==> src/rtl/iob_debounce_pkg.sv <==
// rtl/iob_debounce_pkg.sv - shared state encoding and limits for the iob_debounce input conditioner
package iob_debounce_pkg;

  typedef enum logic {
    ST_STABLE = 1'b0,
    ST_CHECK  = 1'b1
  } state_t;

  localparam int GLITCH_CNT_W    = 8;
  localparam int SYNC_STAGES_MIN = 2;
  localparam int SYNC_STAGES_MAX = 4;

endpackage

==> src/rtl/iob_sync.sv <==
// rtl/iob_sync.sv - generic multi-flop synchronizer chain with clock enable and async reset
module iob_sync #(
  parameter int                DATA_W  = 1,
  parameter int                STAGES  = 2,
  parameter logic [DATA_W-1:0] RST_VAL = '0
) (
  input  logic              clk_i,
  input  logic              arst_n_i,
  input  logic              cke_i,
  input  logic [DATA_W-1:0] data_i,
  output logic [DATA_W-1:0] data_o
);

  logic [DATA_W-1:0] chain_q [STAGES];

  always_ff @(posedge clk_i or negedge arst_n_i) begin
    if (!arst_n_i) begin
      for (int i = 0; i < STAGES; i++) chain_q[i] <= RST_VAL;
    end else if (cke_i) begin
      chain_q[0] <= data_i;
      for (int i = 1; i < STAGES; i++) chain_q[i] <= chain_q[i-1];
    end
  end

  assign data_o = chain_q[STAGES-1];

endmodule

==> src/rtl/iob_debounce.sv <==
// rtl/iob_debounce.sv - synchronize and debounce a raw level with a programmable stability count
// Optional glitch counter enabled by defining IOB_DEBOUNCE_GLITCH_CNT_EN.
module iob_debounce
  import iob_debounce_pkg::*;
#(
  parameter int   SYNC_STAGES = 2,
  parameter int   CNT_W       = 16,
  parameter logic RST_VAL     = 1'b0
) (
  input  logic             clk_i,
  input  logic             arst_n_i,
  input  logic             cke_i,
  input  logic             bit_i,
  input  logic [CNT_W-1:0] threshold_i,
  output logic             bit_o,
  output logic             busy_o
`ifdef IOB_DEBOUNCE_GLITCH_CNT_EN
  ,
  input  logic                    glitch_clr_i,
  output logic [GLITCH_CNT_W-1:0] glitch_cnt_o
`endif
);

  if (SYNC_STAGES < SYNC_STAGES_MIN || SYNC_STAGES > SYNC_STAGES_MAX) begin : g_bad_sync_stages
    $error("iob_debounce: SYNC_STAGES out of range");
  end

  logic             sync;
  state_t           state_q, state_d;
  logic [CNT_W-1:0] cnt_q, cnt_d, cnt_inc, thr;
  logic             bit_q, bit_d;

  iob_sync #(
    .DATA_W (1),
    .STAGES (SYNC_STAGES),
    .RST_VAL(RST_VAL)
  ) u_sync (
    .clk_i   (clk_i),
    .arst_n_i(arst_n_i),
    .cke_i   (cke_i),
    .data_i  (bit_i),
    .data_o  (sync)
  );

  // A threshold of zero behaves like one: accept on the first differing cycle.
  assign thr     = (threshold_i == '0) ? CNT_W'(1) : threshold_i;
  assign cnt_inc = cnt_q + CNT_W'(1);

  always_ff @(posedge clk_i or negedge arst_n_i) begin
    if (!arst_n_i) begin
      state_q <= ST_STABLE;
      cnt_q   <= '0;
      bit_q   <= RST_VAL;
    end else if (cke_i) begin
      state_q <= state_d;
      cnt_q   <= cnt_d;
      bit_q   <= bit_d;
    end
  end

  always_comb begin
    state_d = state_q;
    cnt_d   = cnt_q;
    bit_d   = bit_q;
    case (state_q)
      ST_STABLE: begin
        if (sync == bit_q) begin
          cnt_d = '0;
        end else if (thr == CNT_W'(1)) begin
          bit_d = ~bit_q;
        end else begin
          state_d = ST_CHECK;
          cnt_d   = CNT_W'(1);
        end
      end
      ST_CHECK: begin
        if (sync == bit_q) begin
          state_d = ST_STABLE;
          cnt_d   = '0;
        // >= so a threshold lowered mid-qualification accepts immediately
        end else if (cnt_inc >= thr) begin
          bit_d   = ~bit_q;
          state_d = ST_STABLE;
          cnt_d   = '0;
        end else begin
          cnt_d = cnt_inc;
        end
      end
    endcase
  end

  always_comb begin
    busy_o = (state_q == ST_CHECK);
  end

  assign bit_o = bit_q;

`ifdef IOB_DEBOUNCE_GLITCH_CNT_EN
  logic                    glitch_evt;
  logic [GLITCH_CNT_W-1:0] glitch_cnt_q;

  assign glitch_evt = (state_q == ST_CHECK) && (sync == bit_q);

  always_ff @(posedge clk_i or negedge arst_n_i) begin
    if (!arst_n_i) begin
      glitch_cnt_q <= '0;
    end else if (cke_i) begin
      if (glitch_clr_i) begin
        glitch_cnt_q <= '0;
      end else if (glitch_evt && glitch_cnt_q != '1) begin
        glitch_cnt_q <= glitch_cnt_q + GLITCH_CNT_W'(1);
      end
    end
  end

  assign glitch_cnt_o = glitch_cnt_q;
`endif

endmodule

==> config.mk <==
export PLATFORM = sky130hd
export DESIGN_NAME = iob_debounce
export DESIGN_NICKNAME = d
export VERILOG_FILES = /design/src/rtl/iob_debounce_pkg.sv /design/src/rtl/iob_sync.sv /design/src/rtl/iob_debounce.sv
export SDC_FILE = /design/constraint.sdc
export NUM_CORES = 1
export LEC_CHECK = 0
export CAP_MARGIN = 10
export CORE_ASPECT_RATIO = 0.6
export CORE_MARGIN = 3
export CORE_UTILIZATION = 50
export CTS_BUF_LIST = sky130_fd_sc_hd__clkbuf_4 sky130_fd_sc_hd__clkbuf_8
export DETAILED_ROUTE_END_ITERATION = 12
export PLACE_DENSITY = 0.69
export SYNTH_ARGS = -nofsm -noshare
export SYNTH_HDL_FRONTEND = slang
export SYNTH_SLANG_ARGS = --single-unit
==> constraint.sdc <==
create_clock -name clk_i -period 3.6 [get_ports clk_i]
set_input_delay 0.36 -clock clk_i [delete_from_list [all_inputs] [get_ports clk_i]]
set_output_delay 0.36 -clock clk_i [all_outputs]
set_load 0.02 [all_outputs]
After elaboration in Yosys (flattened, before gate mapping)
Cells that the tools add are included.
{ "op_classes": {"add_sub_neg": 1, "order_cmp": 1, "n_eq_ne": 7, "muxes": 16, "bitwise": 2, "reduce_logical": 3} }
{ "ops": {"columns": ["op", "count"], "rows": [
  ["$mux 16", 5],
  ["$pmux 16 s2", 1],
  ["$add 16x1->16 const B", 1],
  ["$eq 16x1->1 const B", 1],
  ["$ge 16x16->1", 1],
  ["$logic_not 16->1", 1],
  ["$mux 1", 8],
  ["$ne 2x2->1 const B", 3],
  ["$reduce_and 5->1", 1],
  ["$pmux 1 s2", 2],
  ["$ne 3x3->1 const B", 1],
  ["$ne 2x1->1 const B", 1],
  ["$not 1->1", 2],
  ["$reduce_and 2->1", 1],
  ["$eq 1x1->1", 1]
]} }
{ "totals": {"reg_bits": 20, "out_inout_bits": 2, "word_cells": 35} }

Depth between registers and ports, before layout
{ "depth": {"word_depth": 6, "depth_mapped": 14} }

Cells and area by module
Synthesis repeated with hierarchy kept, for this count alone.
{ "hier_totals": {"cells_unflattened": 198, "hier_area_um2": 1752.9} }
{ "by_module_without_submodules": {"columns": ["mod", "n_inst", "cells_each", "area_per_inst_um2", "seq_area_each_um2"], "rows": [
  ["iob_debounce", 1, 194, 1680.4, 450.4],
  ["iob_sync", 1, 4, 72.6, 50.0]
]} }

Worst setup path before layout
Ideal clock, no wire load.
{ "synth_path": {"path_type": "reg2reg", "startpoint": "register cnt_q[2]", "endpoint": "register cnt_q[13]", "setup_time_ps": 92, "arrival_time_ps": 2962, "t_required_ps": 3508, "path_slack_ps": 546, "stages_incl_launch_ff": 14, "path_buffers": 1, "period_less_slack_ps": 3054, "path_cell_list": "dfrtp_1 nand3_1 nor3_2 nand3_1 or2_2 nand2_1 ha_1 a21oi_1 o21ai_1 a2111o_1 a21oi_4 o2111ai_2 buf_6 o31ai_2"} }
{ "synth_via": {"elab_chain_len": 5} }
{ "synth_rtl": {"columns": ["item", "line_no", "text"], "rows": [
  ["start, declared", "iob_debounce.sv:30", "logic [CNT_W-1:0] cnt_q, cnt_d, cnt_inc, thr;"],
  ["start signal, assigned", "iob_debounce.sv:56", "cnt_q <= cnt_d;"],
  ["$add 16x1->16 (*)", "iob_debounce.sv:47", "assign cnt_inc = cnt_q + CNT_W'(1);"],
  ["$ge 16x16->1", "iob_debounce.sv:81", "end else if (cnt_inc >= thr) begin"],
  ["$mux 16 (*)", "iob_debounce.sv:81", null],
  ["$mux 16 (*)", "iob_debounce.sv:77", "if (sync == bit_q) begin"],
  ["$pmux 16 s2 (*)", "iob_debounce.sv:65", "case (state_q)"]
]} }
Mark *: on every way between the ends. The rest lies on a longest branch, timed or not.
A chain may end at the register's enable or synchronous reset.

Worst setup path in the final report
Same ends and word-level chain as after synthesis.

==> flow_summary.toml <==
[global_routing]
grt_util_met3_pct = 4.40
grt.overflow.total = 0
grt_pass1_vias = 1514
grt_max_degree = 21
grt_use_met1_pct = 31.6
grt_util_all_layers_pct = 23.1
grt-busiest-layer = "met2"
antenna_found_initial = 0
use_met2_pct = 36.9
grt_pass1_wl_mm = 7.08

[detailed_routing]
drc_errors = 0
drt-pass1-iter-count = 4
drtIter0Drc = 55
route.detailed.vias_per_inst = 5.73
vias = 1483
routedWlPerCell_microns = 15.8
wl_mm = 4.09
drtAntennaViolNets = 0

[clock_tree]
clkLatencyLatePin_ns = 0.26
cts_root_buf = "clkbuf_8"
cts-htree-levels = 1
cts_hold_buffers = 0
cts_inserted_buffers = 3
cts_max_path_buffers = 2
cts_sinks = 20
cts_tree = "built"
cts.clk_slew.worst_paths_ns = 0.08

[status]
status = "completed"

[setup_path]
crit_family = "compound AO/OA/AOI/OAI gates"
crit_slowest_cell = "dfrtp_1"
critical_path.cell_chain = "nand3_1 -> buf_4 -> nor3_4 -> nand2_1 -> xor2_1 -> inv_1 -> ha_1 -> a21oi_1 -> a21boi_1 -> a2111o_1 -> a21oi_4 -> o2111ai_2 -> buf_4 -> o31ai_2"
cp.arrival_ns = 3.50
critPathRequiredTime_ns = 3.77
endpoint_kind = "flip-flop"
max_stage_delay_ns = 0.45
worstPathMaxFanout = 11
cp-start-kind = "flip-flop"
crit_buf_inv = 3
crit_type = "flip-flop to flip-flop"
crit_top_cell = "buf_4"

[sta]
worstMarginPinSlew_ns = 0.985
final_max_slew_viol_count = 0
finalSetupViolations = 0
period_minus_slack_ns = 3.32
clock-skew-final_ns = 0.00229
tns_ns = 0
finalHoldViolations = 0
max_slew_margin_pct = 34.2
rsz0062_at_grt = "no"
fmax_mhz = 301
finalCritPeriodShare_pct = 92.3

[power_and_ir_drop]
ir_drop_uv = 204
cellPowerDensity_nw_per_um2 = 375
leakage_nw = 0.950

[floorplan]
die_area_sq_um = 4170
num_io_pins = 22
start_util_pct = 55.7
die_y_microns = 51.2
die_w_microns = 81.4
core.rowCount = 15
core_sq_um = 3060

[logic_synthesis]
syn_avg_cell_area_sq_um = 8.88
synth_most_common_cell = "nand2_1"
yosys.area.top_type_share_pct = 29.4
synth_area_leader_cell = "dfrtp_1"
ys_seq_area_share_pct = 29.4
netlist_area_sq_um = 1700
synth_top_cells_by_count = "38 x nand2_1, 20 x dfrtp_1, 20 x inv_1"
synth.top_cells.by_area = "dfrtp_1 29%, ha_1 12%, nand2_1 8.4%"
synth_nets = 229
async_flop_share_pct = 100
synth_cell_types = 43
synthFlopType = "dfrtp_1"
synth_edf_count = 0
ys_ff_latch = 20
syn_inst = 192
yosys_warnings = 0

[place]
dp.cells = 255
place_hpwl_mm = 3.32
portBuffers = 21
gp_congestion = 0.838

[finish]
antennaDiodeCount = 0
n_fill_cell = 247
instances_no_fill = 259
nNetsFinal = 255
drive_gt1_share_pct = 16.1
area_delta_synth_final_pct = 19.2

[flow_run]
drv_cap = 0

[hold_path]
worstHoldPathType = "flip-flop to flip-flop"
## routing by layer
metal / share of wire, % / routed length (microns) / up-vias
met4: 1.0 / 42 / 0
met2: 46 / 1890 / 30
met5: 0 / 0 / -
met1: 47 / 1900 / 706
met3: 6.2 / 254 / 4
li1: - / - / 743
## path summary, 6_finish.rpt
check                                   from                end  slack, ns  depth (start not counted)
setup / recovery                    cnt_q[2]          cnt_q[13]       0.28                         14
hold / removal             u_sync.chain_q[1]  u_sync.chain_q[1]       0.51                          1
setup reg to reg                    cnt_q[2]          cnt_q[13]       0.28                         14
hold reg to reg            u_sync.chain_q[1]  u_sync.chain_q[1]       0.51                          1
max in group asynchronous           arst_n_i           cnt_q[0]       2.30                          1
min in group asynchronous           arst_n_i          cnt_q[12]       0.64                          1
## stage by stage
stage	hold WS [ns]	utilization, %	setup slack (ns)	power [mW]	area (sq um)
finish	0.511	66.4	0.277	0.763	2030
global route	0.545	66.4	0.00530	0.814	2030
global placement	0.484	64.3	0.319	0.570	1970
CTS	0.512	66.1	0.129	0.762	2020
floorplan	0.0644	-	0.546	0.489	1700
detailed placement	0.494	64.3	0.137	0.584	1970
## kinds of logic after synthesis
kind of cell	count (synthesis)	share of synthesized area (%)
buffers and inverters	25	6.68
adders and majority gates	17	12.5
DFF	20	29.4
AOI/OAI and AO/OA	38	21.8
xor gates and xnor gates	7	3.60
muxes	3	1.98
and+or+nand+nor	82	24.1
## timing repair
| item | in CTS | in global routing |
|---|---|---|
| gates resized for setup | 0 | 4 |
| setup endpoints to repair | 0 | 13 |
| buffers inserted | 0 | 0 |
| hold endpoints to repair | 0 | 0 |
## report_power, final
group	total (mW)	internal, mW	switching (mW)
sequential	0.283	0.249	0.0342
combinational	0.304	0.121	0.182
clock	0.176	0.0974	0.0785
## registers in the layout (all words and copies together) (netlist names)
register and flops:
cnt_q 16, bit_o 1, u_sync.chain_q 1, busy_o 1, u_sync.data_o 1
## final cells by class
cell class              instances  area, sq um  share of cell area, %
clock buffers                   4         55.1                   2.71
inverters                      20         75.1                   3.69
multi-input cells             147         1100                   54.1
flip-flops and latches         20          502                   24.7
well taps                      42         52.6                   2.59
repair buffers                 26          248                   12.2
## placed cells by master (no fill, tap or decap), types with 5 or more instances in the layout
cell	instances
buf_4	5
inv_1	20
dfrtp_1	19
nand2b_1	9
ha_1	16
a21oi_1	5
o221ai_2	9
nand2_1	38
clkdlybuf4s50_1	21
nand3_1	9
Note: power is estimated with default switching activity, not from simulation.
==> edit 1: new RTL, same flow settings <==
Put a register stage on the output `busy_o`, cleared by the reset. The value now appears one clock later. The other outputs are not delayed to match.
--- a/src/rtl/iob_debounce.sv
+++ b/src/rtl/iob_debounce.sv
@@ -20,6 +20,8 @@
   output logic [GLITCH_CNT_W-1:0] glitch_cnt_o
 `endif
 );
+
+  logic busy_d;
 
   if (SYNC_STAGES < SYNC_STAGES_MIN || SYNC_STAGES > SYNC_STAGES_MAX) begin : g_bad_sync_stages
     $error("iob_debounce: SYNC_STAGES out of range");
@@ -90,7 +92,7 @@
   end
 
   always_comb begin
-    busy_o = (state_q == ST_CHECK);
+    busy_d = (state_q == ST_CHECK);
   end
 
   assign bit_o = bit_q;
@@ -116,5 +118,13 @@
   assign glitch_cnt_o = glitch_cnt_q;
 `endif
 
+  always_ff @(posedge clk_i or negedge arst_n_i) begin
+    if (!arst_n_i) begin
+      busy_o <= '0;
+    end else begin
+      busy_o <= busy_d;
+    end
+  end
+
 endmodule
 
Check against the original RTL: not equivalent (Yosys sat finds a counterexample within 4 cycles, from zero or initial values and one cycle with arst_n_i low).
==> edit 1 against the unedited design <==
Final area up 1.7%; worst setup slack got worse by 0.014 ns; synthesized cell count increased by 0.52%; count of clock-buffer cells in the layout is the same; area after synthesis up 1.5%; wire length grew 0.22%; power increased by 4.1%; sequential cell count grew 1.
==> edit 1: results (changes against the unedited design) <==
status=finished, final reports clean; layout cells sized above 1=0.160 (-0.00147); r2r startpoint=cnt_q[0]$_DFFE_PN0P_; final WL=4.10 mm (+0.22%); synth top area cells=dfrtp_1, ha_1, nand2_1, o221ai_2, inv_1; relative slew slack=0.343 (+0.00121); synthesized net count=230 (+0.44%); post-place instance area=1990 um^2 (+1.3%); vias in the first global route=1,560 (+3.0%); Critical Path AT=3.51 ns (about the same); largest net degree at the start of global routing=22 (+4.8%); HPWL after detailed placement=3.34 mm (+0.64%); Vias=1,527 (+3.0%); Synth top cells by count=nand2_1, dfrtp_1, inv_1, ha_1; GRT Util Overall=0.228 (-0.00295); Max IR drop VDD=0.000246 V (+20%); global-route wire length before repair=7.25 mm (+2.3%); Pleak=0.981 nW (+3.3%); Layout fillers=252 (+2.0%); post-synthesis sequential area ratio=0.304 (+0.0102); Critical-path top delay cell=a2111o_1; Net count, final=257 (+0.78%); GPL Wtd Cong=0.824 (-1.6%); Syn Inst Count=193 (+0.52%); met2 wire len=1.82 mm (-3.6%)
edit 1: worst max-delay path by stage:
| stage | startpoint | to | slack, ns | depth (start not counted) |
|---|---|---|---|---|
| floorplan | cnt_q[2]$_DFFE_PN0P_ | cnt_q[13]$_DFFE_PN0P_ | 0.55 | 13 |
| global placement | cnt_q[2]$_DFFE_PN0P_ | cnt_q[13]$_DFFE_PN0P_ | 0.31 | 13 |
| detailed placement | cnt_q[2]$_DFFE_PN0P_ | cnt_q[10]$_DFFE_PN0P_ | 0.11 | 13 |
| CTS | cnt_q[2]$_DFFE_PN0P_ | cnt_q[10]$_DFFE_PN0P_ | 0.09 | 13 |
| global route | cnt_q[1]$_DFFE_PN0P_ | cnt_q[8]$_DFFE_PN0P_ | -0.01 | 14 |
| finish | cnt_q[0]$_DFFE_PN0P_ | cnt_q[13]$_DFFE_PN0P_ | 0.26 | 14 |
edit 1: final cells by class:
type	count	share of cell area
tap	42	0.0254
sequential	21	0.254
timing repair buffer	27	0.123
inverter	20	0.0363
clock buffer	4	0.0236
multi-input combinational	147	0.537
edit 1: power breakdown:
part | leakage [nW] | total [mW] | internal [mW] | switching [mW]
registers | 0.282 | 0.298 | 0.265 | 0.0333
logic | 0.673 | 0.332 | 0.140 | 0.192
clock network | 0.0262 | 0.164 | 0.0864 | 0.0780
edit 1: logic make-up (layout without fill, tap and decap cells):
logic type / Yosys count / after routing / share of synthesized area
mux: 3 / 3 / 0.0195
flops: 21 / 21 / 0.304
compound gates: 38 / 38 / 0.215
simple gates: 82 / 82 / 0.237
buf+inv: 25 / 51 / 0.0658
xor+xnor: 7 / 7 / 0.0355
fa+ha+maj: 17 / 17 / 0.123
edit 1: per-stage QoR:
| step | util | power [mW] | setup slack, ns | TNS, ns | hold WS [ns] |
|---|---|---|---|---|---|
| 2_1_floorplan | - | 0.508 | 0.546 | 0 | 0.0644 |
| 3_3_place_gp | 0.647 | 0.607 | 0.313 | 0 | 0.484 |
| 3_5_place_dp | 0.647 | 0.628 | 0.114 | 0 | 0.495 |
| 4_1_cts | 0.663 | 0.792 | 0.0885 | 0 | 0.514 |
| 5_1_grt | 0.672 | 0.845 | -0.0107 | -0.0107 | 0.534 |
| 6_report | 0.672 | 0.794 | 0.262 | 0 | 0.512 |
edit 1: metal layers:
layer / vias to the layer above / global-route usage
li1: 748 / -
met1: 740 / 0.316
met2: 31 / 0.358
met3: 8 / 0.0519
met4: 0 / 0.0580
met5: - / 0
edit 1: repair_timing:
action | CTS | global route
gates resized for setup | 0 | 4
endpoints found under the setup margin | 0 | 14
buffers inserted | 0 | 1
==> edit 2: new RTL, same settings <==
Made on the original files. The option `IOB_DEBOUNCE_GLITCH_CNT_EN` is turned on by a define.
--- a/src/rtl/iob_debounce.sv
+++ b/src/rtl/iob_debounce.sv
@@ -1,5 +1,7 @@
 // rtl/iob_debounce.sv - synchronize and debounce a raw level with a programmable stability count
 // Optional glitch counter enabled by defining IOB_DEBOUNCE_GLITCH_CNT_EN.
+`define IOB_DEBOUNCE_GLITCH_CNT_EN
+
 module iob_debounce
   import iob_debounce_pkg::*;
 #(
Interface: changed (added glitch_clr_i and glitch_cnt_o); port bits go from 22 to 31. The function was not compared with the original's and may differ.
==> edit 2 against the unedited design <==
Non-clock buffer count up 32; via count up 29%; sequential share of layout area up 1.1 points; power up 54%; worst setup slack worse by 0.056 ns; final area up 34%; synthesized cell count up 25%; worst hold slack worse by 0.053 ns; area after synthesis up 24%; global-route usage down 1.0 points; wire length up 30%; sequential cell count up 8; critical endpoint is now bit_o$_DFFE_PN0P_; largest cell class unchanged; largest power group unchanged; highest routed layer unchanged.
==> edit 2: results (changes against the unedited design) <==
status=finished, final reports clean; vias in the first global route=1,767 (+17%); largest net degree at the start of global routing=29 (+38%); skew final=0.00339 ns (+0.00110 ns); HPWL after detailed placement=4.29 mm (+29%); sequential power share=0.376 (+0.005); setup slack at placement=0.0639 ns (-0.0729 ns); number of synthesized flops with an enable pin=0 (unchanged); Syn Inst Count=240 (+25%); post-synthesis sequential area ratio=0.332 (+0.0379); number of buffers added on ports=30 (+43%); Max Freq=296 MHz (-1.7%); Netlist cell types=42 (-2.3%); Largest register FFs=16 (unchanged); Net count, final=334 (+31%); switching part of the total=0.377 (-0.0102); layout cells sized above 1=0.177 (+0.0156); Reg2Reg Depth=13 (-1); proportion of synthesized area in mux cells=0.0213 (+0.00149); Critical Path AT=3.54 ns (+0.04 ns); Vias=1,917 (+29%); r2r startpoint=cnt_q[3]$_DFFE_PN0P_; Iter 0 DRT Violations=122 (+120%); Pleak=1.31 nW (+38%); Synth top cells by count=dfrtp_1, nand2_1, ha_1, inv_1, nor2_1; hold_ws=0.457 ns (-0.0535 ns); Worst-Margin Slew=0.746 ns (-0.239 ns); Hold WC Path Type=in -> async; Avg WL per Cell=15.1 um (-4.3%); final WL=5.31 mm (+30%); post-place instance area=2640 um^2 (+34%); global-route wire length before repair=9.04 mm (+28%); r2r endpoint=bit_o$_DFFE_PN0P_; Cell Int Power=732 uW (+57%); post-synthesis compound-gate area fraction=0.177 (-0.0410); Post-Synth XOR/XNOR Area=0.0829 (+0.0469); synthesized net count=279 (+22%); Max IR drop VDD=0.000391 V (+91%); synth top area cells=dfrtp_1, ha_1, a22o_1, xor2_1, nand2_1; crit-path max FO=4 (-7); Post-Synth Adder-Cell Area=0.107 (-0.0182); Clock group=194 uW (+10%); GRT Util Overall=0.220 (-0.0104)
-- edit 2: changes by cell type after synthesis, moves of 6 or more --
cell	before	now
nor2_1	2	15
nor3_1	2	11
a22o_1	0	12
o221ai_2	9	0
dfrtp_1	20	28
xor2_1	3	12
nand2b_1	9	3
o21ai_2	0	7
nand2_1	38	22
-- edit 2: routing by layer --
metal	part of all wire	GRT usage	up-vias
met5	0	0	-
met4	0.0032	0.0261	0
met1	0.56	0.366	910
met3	0.046	0.0402	2
met2	0.39	0.294	34
li1	-	-	971
-- edit 2: worst reg2reg max path, delay by kind of cell (launching register included) --
family	cells	cell delay [ns]
adders and majority gates	1	0.30
xor gates and xnor gates	1	0.15
buffers and inverters	1	0.14
and+or+nand+nor	9	1.91
DFF	1	0.41
muxes	1	0.35
-- edit 2: layout make-up --
cell class                 count  area, um^2
multi-input combinational    186        1300
fill                         306        1120
sequential                    28         702
timing repair buffer          58         527
tap                           57        71.3
inverter                      18        67.6
clock buffer                   4        55.1
